## config.mk

```make
export PLATFORM = sky130hd
export DESIGN_NAME = ex_mem_stage
export DESIGN_NICKNAME = d
export VERILOG_FILES = /design/src/rtl/ex_mem_stage.sv
export SDC_FILE = /design/constraint.sdc
export NUM_CORES = 1
export LEC_CHECK = 0
export ABC_AREA = 1
export ABC_CLOCK_PERIOD_IN_PS = 4600
export BUFFER_PORTS_ARGS = -buffer_cell sky130_fd_sc_hd__buf_2
export CAP_MARGIN = 20
export CORE_UTILIZATION = 51
export CTS_BUF_LIST = sky130_fd_sc_hd__clkbuf_4 sky130_fd_sc_hd__clkbuf_8
export CTS_CLUSTER_DIAMETER = 60
export DETAILED_ROUTE_END_ITERATION = 10
export PLACE_DENSITY = 0.78
export SYNTH_ARGS = -nofsm -noshare
export SYNTH_HDL_FRONTEND = slang
export SYNTH_SLANG_ARGS = --single-unit
```

## constraint.sdc

```tcl
create_clock -name clk -period 4.6 [get_ports clk]
set_input_delay 0 -clock clk [delete_from_list [all_inputs] [get_ports clk]]
set_output_delay 0 -clock clk [all_outputs]
set_load 0.1 [all_outputs]
```

## src/rtl/ex_mem_stage.sv

```systemverilog
// ---------------------------------------------------------------------------
// ex_mem_stage
//   EX -> MEM pipeline register built as a 2-entry skid buffer.  Each beat
//   carries the subtractor difference, condition flags computed when the beat
//   is accepted, the destination register and three control bits.
//
//   Handshake: a beat moves on an edge where valid && ready are both high.
//   Valid is never made to depend on ready, and once valid is high the
//   payload is held stable until the beat is taken.
//
// Ports
//   clk, rst                 clock, asynchronous active-high reset
//   ex_valid / ex_ready      EX-side handshake (ex_ready is a flop output)
//   ex_a_msb, ex_b_msb       sign bits of subtractor operands A and B
//   ex_diff, ex_bout         subtractor difference and borrow-out
//   ex_rd, ex_ctl            destination register, {wb_en, mem_rd, mem_wr}
//   flush                    discard every held beat at the next edge
//   mem_valid / mem_ready    MEM-side handshake
//   mem_result, mem_flags    head difference and {Z, N, B, V}
//   mem_rd, mem_ctl          head destination register and control bits
//   stall_cnt                saturating count of MEM backpressure edges
//   dbg_state                current buffer state (0 EMPTY, 1 ONE, 2 TWO)
// ---------------------------------------------------------------------------
module ex_mem_stage (
   input  logic        clk,
   input  logic        rst,
   input  logic        ex_valid,
   output logic        ex_ready,
   input  logic        ex_a_msb,
   input  logic        ex_b_msb,
   input  logic [63:0] ex_diff,
   input  logic        ex_bout,
   input  logic [4:0]  ex_rd,
   input  logic [2:0]  ex_ctl,
   input  logic        flush,
   output logic        mem_valid,
   input  logic        mem_ready,
   output logic [63:0] mem_result,
   output logic [3:0]  mem_flags,
   output logic [4:0]  mem_rd,
   output logic [2:0]  mem_ctl,
   output logic [15:0] stall_cnt,
   output logic [1:0]  dbg_state
);

   typedef enum logic [1:0] {
      ST_EMPTY = 2'd0,
      ST_ONE   = 2'd1,
      ST_TWO   = 2'd2
   } state_t;

   // Entry layout: {ctl[2:0], rd[4:0], flags[3:0], result[63:0]}
   localparam int ENTRY_W = 76;

   state_t               r_state;
   state_t               w_next_state;
   logic [ENTRY_W-1:0]   r_head;
   logic [ENTRY_W-1:0]   r_tail;
   logic                 r_ex_ready;
   logic [15:0]          r_stall_cnt;

   logic                 w_accept;
   logic                 w_pop;
   logic [3:0]           w_new_flags;
   logic [ENTRY_W-1:0]   w_new_entry;
   logic                 w_load_head;
   logic                 w_load_tail;
   logic                 w_promote;
   logic                 w_clear_head;
   logic                 w_clear_tail;

   assign w_accept = ex_valid && r_ex_ready;
   assign w_pop    = mem_valid && mem_ready;

   // Signed overflow of A - B: operands of opposite sign and a result whose
   // sign differs from A.
   assign w_new_flags = {(ex_diff == 64'd0),
                         ex_diff[63],
                         ex_bout,
                         (ex_a_msb != ex_b_msb) && (ex_diff[63] != ex_a_msb)};
   assign w_new_entry = {ex_ctl, ex_rd, w_new_flags, ex_diff};

   // State register
   always_ff @(posedge clk or posedge rst) begin
      if (rst) begin
         r_state <= ST_EMPTY;
      end else begin
         r_state <= w_next_state;
      end
   end

   // Next state and entry-update controls
   always_comb begin
      w_next_state = r_state;
      w_load_head  = 1'b0;
      w_load_tail  = 1'b0;
      w_promote    = 1'b0;
      w_clear_head = 1'b0;
      w_clear_tail = 1'b0;
      case (r_state)
         ST_EMPTY: begin
            if (w_accept) begin
               w_next_state = ST_ONE;
               w_load_head  = 1'b1;
            end
         end
         ST_ONE: begin
            if (w_accept && !w_pop) begin
               w_next_state = ST_TWO;
               w_load_tail  = 1'b1;
            end else if (!w_accept && w_pop) begin
               w_next_state = ST_EMPTY;
               w_clear_head = 1'b1;
            end else if (w_accept && w_pop) begin
               // Head leaves and the new beat takes its place.
               w_load_head  = 1'b1;
            end
         end
         ST_TWO: begin
            // ex_ready is low here, so only a pop can happen.
            if (w_pop) begin
               w_next_state = ST_ONE;
               w_promote    = 1'b1;
               w_clear_tail = 1'b1;
            end
         end
         default: begin
            w_next_state = ST_EMPTY;
            w_clear_head = 1'b1;
            w_clear_tail = 1'b1;
         end
      endcase
      // Flush wins over any simultaneous accept or pop.
      if (flush) begin
         w_next_state = ST_EMPTY;
         w_load_head  = 1'b0;
         w_load_tail  = 1'b0;
         w_promote    = 1'b0;
         w_clear_head = 1'b1;
         w_clear_tail = 1'b1;
      end
   end

   // Entry storage; emptied entries are zeroed so idle outputs read as 0.
   always_ff @(posedge clk or posedge rst) begin
      if (rst) begin
         r_head <= '0;
         r_tail <= '0;
      end else begin
         if (w_clear_head) begin
            r_head <= '0;
         end else if (w_promote) begin
            r_head <= r_tail;
         end else if (w_load_head) begin
            r_head <= w_new_entry;
         end

         if (w_clear_tail) begin
            r_tail <= '0;
         end else if (w_load_tail) begin
            r_tail <= w_new_entry;
         end
      end
   end

   // ex_ready is taken from the next state so it is a clean flop output with
   // no path from mem_ready.
   always_ff @(posedge clk or posedge rst) begin
      if (rst) begin
         r_ex_ready <= 1'b1;
      end else begin
         r_ex_ready <= (w_next_state != ST_TWO);
      end
   end

   // Backpressure counter; deliberately ignores flush.
   always_ff @(posedge clk or posedge rst) begin
      if (rst) begin
         r_stall_cnt <= 16'd0;
      end else if (mem_valid && !mem_ready && (r_stall_cnt != 16'hFFFF)) begin
         r_stall_cnt <= r_stall_cnt + 16'd1;
      end
   end

   assign ex_ready   = r_ex_ready;
   assign mem_valid  = (r_state != ST_EMPTY);
   assign mem_result = r_head[63:0];
   assign mem_flags  = r_head[67:64];
   assign mem_rd     = r_head[72:68];
   assign mem_ctl    = r_head[75:73];
   assign stall_cnt  = r_stall_cnt;
   assign dbg_state  = r_state;

endmodule

```

Word level (Yosys, flattened, before mapping)
Cells that the tools add are included.

storage, ports and cells
  output and inout port bits = 96
  register bits = 171
  input port bits = 80
  logic and storage cells = 59

cells by class
  mux-type cells = 29
  add/sub/neg operators = 1
  reduce and logical (&&, ||, !) cells = 18
  equal/unequal tests = 6

operators with widths
  cell                                                              count
  76-bit two-way mux                                                5
  64-bit logical NOT                                                1
  16-bit by 1-bit adder with 16-bit output (second input constant)  1
  16-bit inequality test (second input constant)                    1
  1-bit two-way mux                                                 15
  2-bit two-way mux                                                 5
  1-bit logical AND                                                 8
  1-bit case mux with 2 select lines                                3
  2-bit case mux with 3 select lines                                1
  2-bit nonzero test                                                2
  2-bit OR reduction                                                2
  1-bit logical NOT                                                 3
  3-bit nonzero test                                                1
  2-bit by 1-bit == test with 1-bit output (second input constant)  1
  2-bit == test (second input constant)                             1
  2-bit logical NOT                                                 1
  1-bit inequality test                                             2
  2-bit inequality test (second input constant)                     1

Depth between registers and ports, before layout
Gate-level depths: netlist of the first run.

  word-level depth = 11
  depth in mapped cells = 10
  gate-level depth less buffers = 10

Worst setup path after synthesis of the first run
Ideal clock, no wire load.

  path type = register to register
  start point = reg r_state[1], in the netlist dbg_state[1]
  end point = reg r_stall_cnt[4], in the netlist stall_cnt[4]
  path buffers = 1
  path slack = 1.902 ns
  arrival time = 2.631 ns
  library setup time = 0.067 ns
  stages on the path, launching flop included = 10
  required time = 4.533 ns
  clock period less this slack = 2.698 ns
  cells stage by stage = dfrtp_1 > inv_1 > nand2_1 > nand2_1 > inv_1 > nand2_2 > inv_2 > buf_2 > nand3b_1 > nand2_1

between the ends
  cells in the longest elaborated chain, start to end = 3

ends and longest elaborated chain
  item                            RTL line  text
  start: declaration              55        state_t r_state;
  start signal: assignment        88        r_state <= w_next_state;
  2-bit nonzero test              186       assign mem_valid = (r_state != ST_EMPTY);
  via mem_valid                   36        output logic mem_valid,
  1-bit logical AND (2 in a row)  180       end else if (mem_valid && !mem_ready && (r_stall_cnt != 16'hFFFF)) begin
  end signal: assignment          181       r_stall_cnt <= r_stall_cnt + 16'd1;
  end: declaration                60        logic [15:0] r_stall_cnt;

The timed path passes the listed nets, and every way through them passes these cells.
A chain may end at the register's enable or synchronous reset.

Worst setup path after layout of the first run
  start point = reg r_state[0], in the netlist dbg_state[0]
  end point = reg r_head[25]

between the ends
  cells in the longest elaborated chain, start to end = 9
  elaborated cells between the ends (all ways) = 25
  classes of those cells = eq/ne (2); mux (14); reduce/logical (9)

ends and longest elaborated chain
  item                                 RTL line  text
  2-bit nonzero test                   186
  1-bit logical AND                    73        assign w_pop = mem_valid && mem_ready;
  1-bit logical AND                    114       end else if (w_accept && w_pop) begin
  1-bit two-way mux                    114
  1-bit two-way mux                    111       end else if (!w_accept && w_pop) begin
  1-bit two-way mux                    108       if (w_accept && !w_pop) begin
  1-bit case mux with 2 select lines   100       case (r_state)
  1-bit two-way mux                    134       if (flush) begin
  3-bit nonzero test (no source line)  n/a
  end signal: assignment               153       r_head <= r_tail;
  end signal: assignment               155       r_head <= w_new_entry;
  end: declaration                     57        logic [ENTRY_W-1:0] r_head;

Several ways; a longest one is shown, not always the timed one.

==> results of run 1 <==
## layout by cell type, fill, tap and decap left out, drive strengths merged, types with 2 or more instances in the layout
master,instances
xnor2,3
clkinv,3
o22ai,75
nand3,8
dlygate4sd3,80
nand3b,3
clkbuf,23
nor3,8
nand2,369
o21ai,88
clkinvlp,2
bufinv,3
nor2,57
xor2,7
inv,170
buf,183
dfrtp,168
nand4,5
## cell usage after synthesis
master / count
nand2_1: 368
ha_1: 1
o21ai_0: 52
and2_1: 1
dfrtp_1: 168
nand4_1: 5
buf_4: 6
o21ai_1: 36
buf_2: 29
o22ai_1: 75
xnor2_1: 3
inv_2: 4
a211oi_1: 1
nand2_2: 1
inv_1: 166
nor2_2: 2
nor3_4: 1
nor2_1: 55
o31ai_2: 1
nor3_1: 6
nand3b_1: 3
clkbuf_1: 11
xor2_1: 7
a21oi_1: 1
nand3_1: 8
nor3_2: 1
buf_1: 5
dfstp_2: 1
## timing repair
action                                 4_1_cts  5_1_grt
hold buffers                                80        0
setup endpoints to repair                    0        0
endpoints found under the hold margin      270        0
resized for setup                            0        0
## cell families (layout without fill, tap and decap cells)
logic type / Yosys count / in the layout
flops: 169 / 169
buf+inv: 221 / 464
compound gates: 166 / 166
fa+ha+maj: 1 / 1
xor+xnor: 10 / 10
simple gates: 451 / 451
## through the flow
stage	utilization (%)	total power, mW	hold WS [ps]	setup WS, ps
after floorplan	-	2.648	83.75	26.57
after global placement	58.24	2.855	267.6	1920
after detailed placement	58.24	2.870	279.3	1860
after CTS	66.21	4.020	40.84	1845
after global routing	66.58	4.190	13.35	1901
final	66.58	4.013	34.67	2149
## registers in the layout, indices dropped and copies added (netlist names)
register   cells
dbg_state      2
r_tail        75
r_head        75
stall_cnt     16
ex_ready       1
## routing by layer
metal | vias to the layer above | track usage (%) | wire length, µm
met3 | 27 | 5.694 | 976
met4 | 0 | 9.142 | 374
met2 | 190 | 40.17 | 8970
met5 | - | 0 | 0
met1 | 3232 | 33.48 | 8848
li1 | 3607 | - | -
## final timing paths
check	startpoint	end	slack, ps	depth (start not counted)
min reg2reg	r_head[72]	r_head[72]	470	2
max	dbg_state[0]	r_head[25]	2150	8
min	rst	r_tail[47]	30	3
max reg2reg	dbg_state[0]	r_head[25]	2150	8
min in group clk	ex_a_msb	r_tail[64]	80	5
max in group asynchronous	rst	r_head[50]	3690	4
## final cells by class
class                      count  area [µm²]
tap                          188       235.2
timing repair buffer         263        1777
multi-input combinational    628        2824
inverter                     170       643.1
sequential                   169        4230
fill                        1277        5081
clock buffer                  23       291.5
clock inverter                 8       120.1
## critical path: stages, from the launching register on
cell,delay (ps)
dfrtp_1,440
nor3_4,190
buf_4,350
nor2_1,150
nor2_4,520
buf_16,240
buf_4,310
nand2_1,90
nand2_1,70
## power groups by stage
stage / Clock [mW] / Combinational, mW / Sequential [mW]
final: 1.11 / 1.23 / 1.68
after CTS: 1.12 / 1.22 / 1.68
after detailed placement: 0 / 1.16 / 1.71
after global placement: 0 / 1.15 / 1.70
after floorplan: 0 / 0.288 / 2.36
after global routing: 1.20 / 1.30 / 1.70
==> results.txt, run 1 <==
status: finished clean
critical-path maximum fanout: 39
Vias/cell: 4.870
compound-gate portion of the synthesized area: 11.81%
core area: 15200 µm²
Adder-Cell Fraction of Synth Area: 0.1581%
hold crit path type: in -> async
Seq pwr share: 41.9%
combinational power share: 30.5%
Area growth, synth to finish: 27.85%
layout cell share with drive strength beyond 1: 18.08%
Inst Count DP: 1336
ANT nets after route: 0
top-level I/O count: 176
Post-Synthesis Cells: 1018
post-synth top area cell: dfrtp_1
RSZ-0062 raised after global routing: no
TritonRoute pass-1 iters: 5
Final Hold Vio Count: 0
Synth cell types: 28
Max Cap Violations: 0
final setup fails: 0
Slew HR: 34.12%
synthesized net count: 1099
root buf cell: clkbuf_8
Design Area, Final: 10120 µm²
routed length per instance: 13.23 µm
die width: 126.6 µm
Core Rows: 45
fin cells: 1449
Post-CTS Setup Inserts: 0
#FFs+latches synth: 169
gpl congestion: 0.7834
worst-skew pair later-pin latency: 460 ps
post-synthesis sequential area ratio: 53.44%
WP data required: 5000 ps
Die Span Y: 126.6 µm
worst-margin pin slew: 988.2 ps
Final Max Slew Viols: 0
antenna cell count: 0
Max IR drop VDD: 0.0005633 V
Power Density: 396.5 nW/µm²
1st-iter DRT viols: 499
Die ar.: 16030 µm²
largest net degree at the start of global routing: 122
drt total wl: 19.17 mm
Max Root-Sink Buffers: 2
main combinational cell family by area after synthesis: simple AND/OR/NAND/NOR gates
post-synthesis simple-gate area fraction: 22.27%
Max Fclk: 408.0 MHz
placed inst area: 8853 µm²
Post-Synth XOR/XNOR Area: 1.106%
Psw: 1.600 mW
final period utilization: 53.28%
antenna violations before repair: 0
vias in the first global route: 6659
first-pass GRT wire length: 31.70 mm
DP HPWL: 11.50 mm
Worst EP arrival: 2850 ps
H-tree depth: 4
mapped cell area: 7916 µm²
average cell area after synthesis: 7.776 µm²
Yosys warning count: 0
critical path endpoint category: flip-flop
mux contribution to synthesized area: 0%
Yosys top cell area share: 53.11%
clk_skew: 10.60 ps
Worst Setup Start Kind: flip-flop
GRT Residual Overflow: 0
CTS tree: done
Crit Path Class: reg -> reg
Final min period: 2451 ps
initial core utilization: 52.07%
leading post-synthesis cells by cell area: dfrtp_1 (53%), nand2_1 (17%), inv_1 (7.9%)
clock slew at reported path FFs: 80 ps
Clock Power Share: 27.6%
I/O Buffers: 175
sw frac: 39.86%
clk sink count: 169
setup TNS: 0 ps
leakage: 5.364 nW
Internal Pwr Total: 2.413 mW
Tot GR Track Use: 25.06%
CTS Buf Count: 17
DRC viols: 0
fin nets: 1330
DR vias: 7056
Power figures use the tool's default switching activity.
==> run 2, diff against run 1 <==
--- a/config.mk
+++ b/config.mk
@@ -6,7 +6,7 @@
 export NUM_CORES = 1
 export LEC_CHECK = 0
 export ABC_AREA = 1
-export ABC_CLOCK_PERIOD_IN_PS = 4600
+export ABC_CLOCK_PERIOD_IN_PS = 2100
 export BUFFER_PORTS_ARGS = -buffer_cell sky130_fd_sc_hd__buf_2
 export CAP_MARGIN = 20
 export CORE_UTILIZATION = 51
==> constraint.sdc (replaced) <==
create_clock -name clk -period 2.1 [get_ports clk]
set_input_delay 0 -clock clk [delete_from_list [all_inputs] [get_ports clk]]
set_output_delay 0 -clock clk [all_outputs]
set_load 0.1 [all_outputs]
==> run 2 against run 1 <==
Critical path type unchanged; setup slack got worse by 1900 ps; critical path depth rose by 1; register-to-register slack got worse by 1900 ps; power rose by 110%; largest power group unchanged; final area rose by 0.61%; core utilization rose by 0.40 points; sequential cell count did not move; critical endpoint is now r_head[69]; routed wire length rose by 2.8%.
==> results.txt, run 2 (same netlist as run 1, synthesis figures left out) <==
clk sink count: 169
Final Util: 66.98%
pre-CTS WS: 256.6 ps
Final min period: 1840 ps
H-tree depth: 4
Hold Path Depth: 5
Inst Count DP: 1343
Tot GR Track Use: 26.12%
DRC viols: 0
Vias/cell: 4.946
Hold EP: r_tail[64]
worst-margin pin slew: 548.4 ps
worst r2r src: ex_ready
Design Area, Final: 10180 µm²
gpl congestion: 0.8762
routed length per instance: 13.55 µm
DP HPWL: 12.08 mm
status: finished clean
first-pass GRT wire length: 33.00 mm
Area growth, synth to finish: 28.62%
DR vias: 7197
clk_skew: 11.73 ps
hold crit path type: in -> reg
Crit Path Class: reg -> reg
critical-path maximum fanout: 26
largest net degree at the start of global routing: 100
worst-skew pair later-pin latency: 440 ps
GRT Residual Overflow: 0
Slew HR: 63.44%
I/O Buffers: 175
total power: 8.605 mW
drt total wl: 19.71 mm
placed inst area: 9007 µm²
initial core utilization: 52.07%
TritonRoute pass-1 iters: 5
antenna cell count: 0
clock slew at reported path FFs: 90 ps
Core Rows: 45
commonest non-fill, non-tap cell in the layout: nand2_1
Max Cap Violations: 0
root buf cell: clkbuf_8
final period utilization: 87.64%
Final Hold Vio Count: 0
antenna violations before repair: 0
Die Span Y: 126.6 µm
leakage: 5.376 nW
CTS tree: done
critical path endpoint category: flip-flop
Reg2Reg Setup Slack: 260 ps
RSZ-0062 raised after global routing: no
hold path startpoint: ex_a_msb
Worst Setup Start Kind: flip-flop
Resize count post-CTS: 0
min setup slack post-route: 259.7 ps
vias in the first global route: 6962
ANT nets after route: 0
Fill cells: 1243
Power Density: 845.1 nW/µm²
layout cell share with drive strength beyond 1: 19.34%
most frequent cells in the layout: nand2_1 (367), buf_2 (175), inv_1 (165)
1st-iter DRT viols: 497
Max Root-Sink Buffers: 2
fin nets: 1335
top-level I/O count: 176
core area: 15200 µm²
Worst Reg-to-Reg Cells: 9
Final Max Slew Viols: 0
Worst EP arrival: 2230 ps
final setup fails: 0
Die ar.: 16030 µm²
fin cells: 1455
Max Fclk: 543.4 MHz
Max IR drop VDD: 0.001293 V
WP data required: 2490 ps
worst r2r dst: r_head[69]
CTS Buf Count: 17
die width: 126.6 µm
## run 2: cell type report
cell class,count,area [µm²],share of cell area [%]
Clock buffer,27,321.6,3.158
Clock inverter,5,52.55,0.5161
Inverter,170,641.9,6.304
Multi-Input combinational cell,628,2826,27.76
Sequential cell,169,4243,41.67
Tap cell,188,235.2,2.310
Timing Repair Buffer,268,1862,18.28
## run 2: worst max-delay path by stage
stage	from	endpoint	slack, ps	cells past startpoint
2_1_floorplan	rst	dbg_state[0]	-240	1
3_3_place_gp	stall_cnt[0]	stall_cnt[4]	330	10
3_5_place_dp	stall_cnt[0]	stall_cnt[4]	260	10
4_1_cts	stall_cnt[0]	stall_cnt[4]	260	10
5_1_grt	stall_cnt[0]	stall_cnt[4]	80	10
6_report	ex_ready	r_head[69]	260	9
## run 2: metal layers
metal | vias up | GRT usage, % | wire length (µm)
met1 | 3316 | 34.76 | 8928
met5 | - | 0 | 0
li1 | 3613 | - | -
met2 | 229 | 42.09 | 9389
met4 | 0 | 11.27 | 410
met3 | 39 | 4.892 | 985
## run 2: timing repair
item,4_1_cts,5_1_grt
buffers inserted,0,0
hold buffers,80,0
hold endpoints to repair,319,0
## run 2: stage by stage
step                      TNS (ps)  hold slack [ps]
final                            0            63.66
after global routing             0            164.0
after CTS                        0            10.17
after detailed placement         0            163.4
after global placement           0            156.9
after floorplan             -10770            80.08
## run 2: where the power goes
group | switching (mW) | internal, mW
clock | 1.10 | 1.10
sequential | 0.192 | 3.50
combinational | 2.18 | 0.539
total | 3.47 | 5.14
## run 2: critical path: stages (launching register included)
cell     delay (ps)
dfstp_2         540
nand2_1          70
inv_2            80
nand2_1          60
nor2_1          220
nor2_1          130
nor2_4          160
buf_4           310
nand2_1         110
nand2_1          90
==> run 3, diff against run 2 <==
--- a/config.mk
+++ b/config.mk
@@ -9,11 +9,13 @@
 export ABC_CLOCK_PERIOD_IN_PS = 2100
 export BUFFER_PORTS_ARGS = -buffer_cell sky130_fd_sc_hd__buf_2
 export CAP_MARGIN = 20
+export CORE_MARGIN = 2
 export CORE_UTILIZATION = 51
 export CTS_BUF_LIST = sky130_fd_sc_hd__clkbuf_4 sky130_fd_sc_hd__clkbuf_8
 export CTS_CLUSTER_DIAMETER = 60
 export DETAILED_ROUTE_END_ITERATION = 10
 export PLACE_DENSITY = 0.78
+export REMOVE_ABC_BUFFERS = 1
 export SYNTH_ARGS = -nofsm -noshare
 export SYNTH_HDL_FRONTEND = slang
 export SYNTH_SLANG_ARGS = --single-unit
==> run 3 against run 2 <==
Maximum frequency up 4.3%; core utilization up 0.46 points; setup slack better by 75 ps; final cell count up 0.14%; sequential cell count unchanged; power up 3.9%; critical endpoint is now r_head[33].
==> results.txt, run 3 (same netlist as run 1, synthesis figures left out) <==
worst-margin pin slew: 525.4 ps
top-level I/O count: 176
leakage: 5.432 nW
crit path max-delay cell type: dfstp_2
clock slew at reported path FFs: 90 ps
total power: 8.945 mW
combinational power share: 30.3%
Max Root-Sink Buffers: 2
drt total wl: 19.39 mm
vias in the first global route: 6784
Vias/cell: 4.931
DR vias: 7185
met2 wire len: 9.062 mm
met1 WL: 8.788 mm
DRC viols: 0
Area growth, synth to finish: 29.51%
clk_skew: 13.39 ps
Power Density: 872.5 nW/µm²
ANT nets after route: 0
1st-iter DRT viols: 444
DR top layer: met4
Worst EP arrival: 2160 ps
I/O Buffers: 175
Inst Count DP: 1345
commonest non-fill, non-tap cell in the layout: nand2_1
H-tree depth: 4
Clock Power Share: 28.6%
Die ar.: 16540 µm²
critical path endpoint category: flip-flop
DP HPWL: 12.17 mm
Max Fclk: 566.5 MHz
antenna violations before repair: 0
most frequent cells in the layout: nand2_1 (368), buf_2 (175), dfrtp_1 (168)
Final Max Slew Viols: 0
final setup fails: 0
sw frac: 39.45%
metal3 WL: 1.060 mm
Final Hold Vio Count: 0
Crit Path Class: reg -> reg
initial core utilization: 52.07%
GRT Residual Overflow: 0
Slew HR: 64.98%
TritonRoute pass-1 iters: 5
status: finished clean
Final min period: 1765 ps
WP data required: 2490 ps
largest net degree at the start of global routing: 104
fin cells: 1457
Max IR drop VDD: 0.0004179 V
antenna cell count: 0
most used cell, CP: nand2_1
Die Span Y: 128.6 µm
RSZ-0062 raised after global routing: no
Post-CTS Setup Inserts: 0
fin nets: 1337
worst-skew pair later-pin latency: 450 ps
CTS tree: done
Tot GR Track Use: 24.58%
Internal Pwr Total: 5.416 mW
crit-path max cell delay: 530 ps
Psw: 3.529 mW
clk sink count: 169
root buf cell: clkbuf_8
Max Cap Violations: 0
Fill cells: 1211
layout cell share with drive strength beyond 1: 18.60%
final period utilization: 84.06%
first-pass GRT wire length: 32.33 mm
die width: 128.6 µm
critical-path maximum fanout: 51
Core Rows: 45
Seq pwr share: 41.1%
gpl congestion: 0.8847
core area: 15200 µm²
CTS Buf Count: 17
Worst Setup Start Kind: flip-flop
routed length per instance: 13.31 µm
CP cell instances: nand2_1 -> inv_2 -> nand2_1 -> nor2_1 -> nor2_1 -> nor2_4 -> buf_12 -> nand2_1 -> nand2_1
hold crit path type: in -> async
==> run 3: power by group through the flow <==
stage          logic (mW)  registers (mW)  clock network (mW)
2_1_floorplan       0.592            5.18                   0
5_1_grt              2.88            3.71                2.76
3_5_place_dp         2.60            3.74                   0
6_report             2.71            3.68                2.55
4_1_cts              2.71            3.68                2.61
3_3_place_gp         2.58            3.73                   0
==> run 3: per-stage QoR <==
step	hold WS (ps)	TNS, ps	utilization (%)	instance area [µm²]	setup WS, ps
final	112.4	0	67.44	10250	334.8
after floorplan	83.75	-979430	-	7666	-4269
after CTS	71.51	0	67.44	10250	336.0
after global placement	53.87	0	59.26	9009	383.8
after detailed placement	53.07	0	59.26	9009	355.1
after global routing	134.0	0	67.44	10250	178.1
==> run 3: final timing paths <==
path / end / cells after the start / slack, ps / startpoint
setup reg to reg: r_head[33] / 9 / 330 / ex_ready
max in group asynchronous: r_head[54] / 4 / 1360 / rst
hold / removal: r_tail[47] / 3 / 110 / rst
setup / recovery: r_head[33] / 9 / 330 / ex_ready
min in group clk: r_tail[64] / 5 / 140 / ex_a_msb
hold reg to reg: r_head[22] / 2 / 470 / r_head[22]
==> run 3: worst max-delay path, delay by kind of cell, from the launching register on <==
family,cells,cell delay [ps]
buf+inv,2,310
flops,1,530
simple gates,7,820
==> run 3: final cells by class <==
type | count | area [µm²] | share of cell area [%]
flip-flops and latches | 169 | 4230 | 41.26
multi-input cells | 628 | 2824 | 27.54
repair buffers | 270 | 1877 | 18.31
inverters | 170 | 643.1 | 6.273
clock buffers | 21 | 276.5 | 2.697
well taps | 188 | 235.2 | 2.294
clock inverters | 11 | 166.4 | 1.623
==> run 3: routing by layer <==
layer / vias up / global-route usage [%]
li1: 3620 / -
met1: 3297 / 33.58
met2: 230 / 39.52
met3: 38 / 4.324
met4: 0 / 9.591
met5: - / 0
==> run 3: what timing repair did <==
item,CTS,global route
hold buffers,80,0
gates resized for setup,0,0
endpoints found under the hold margin,319,0
setup endpoints to repair,0,0
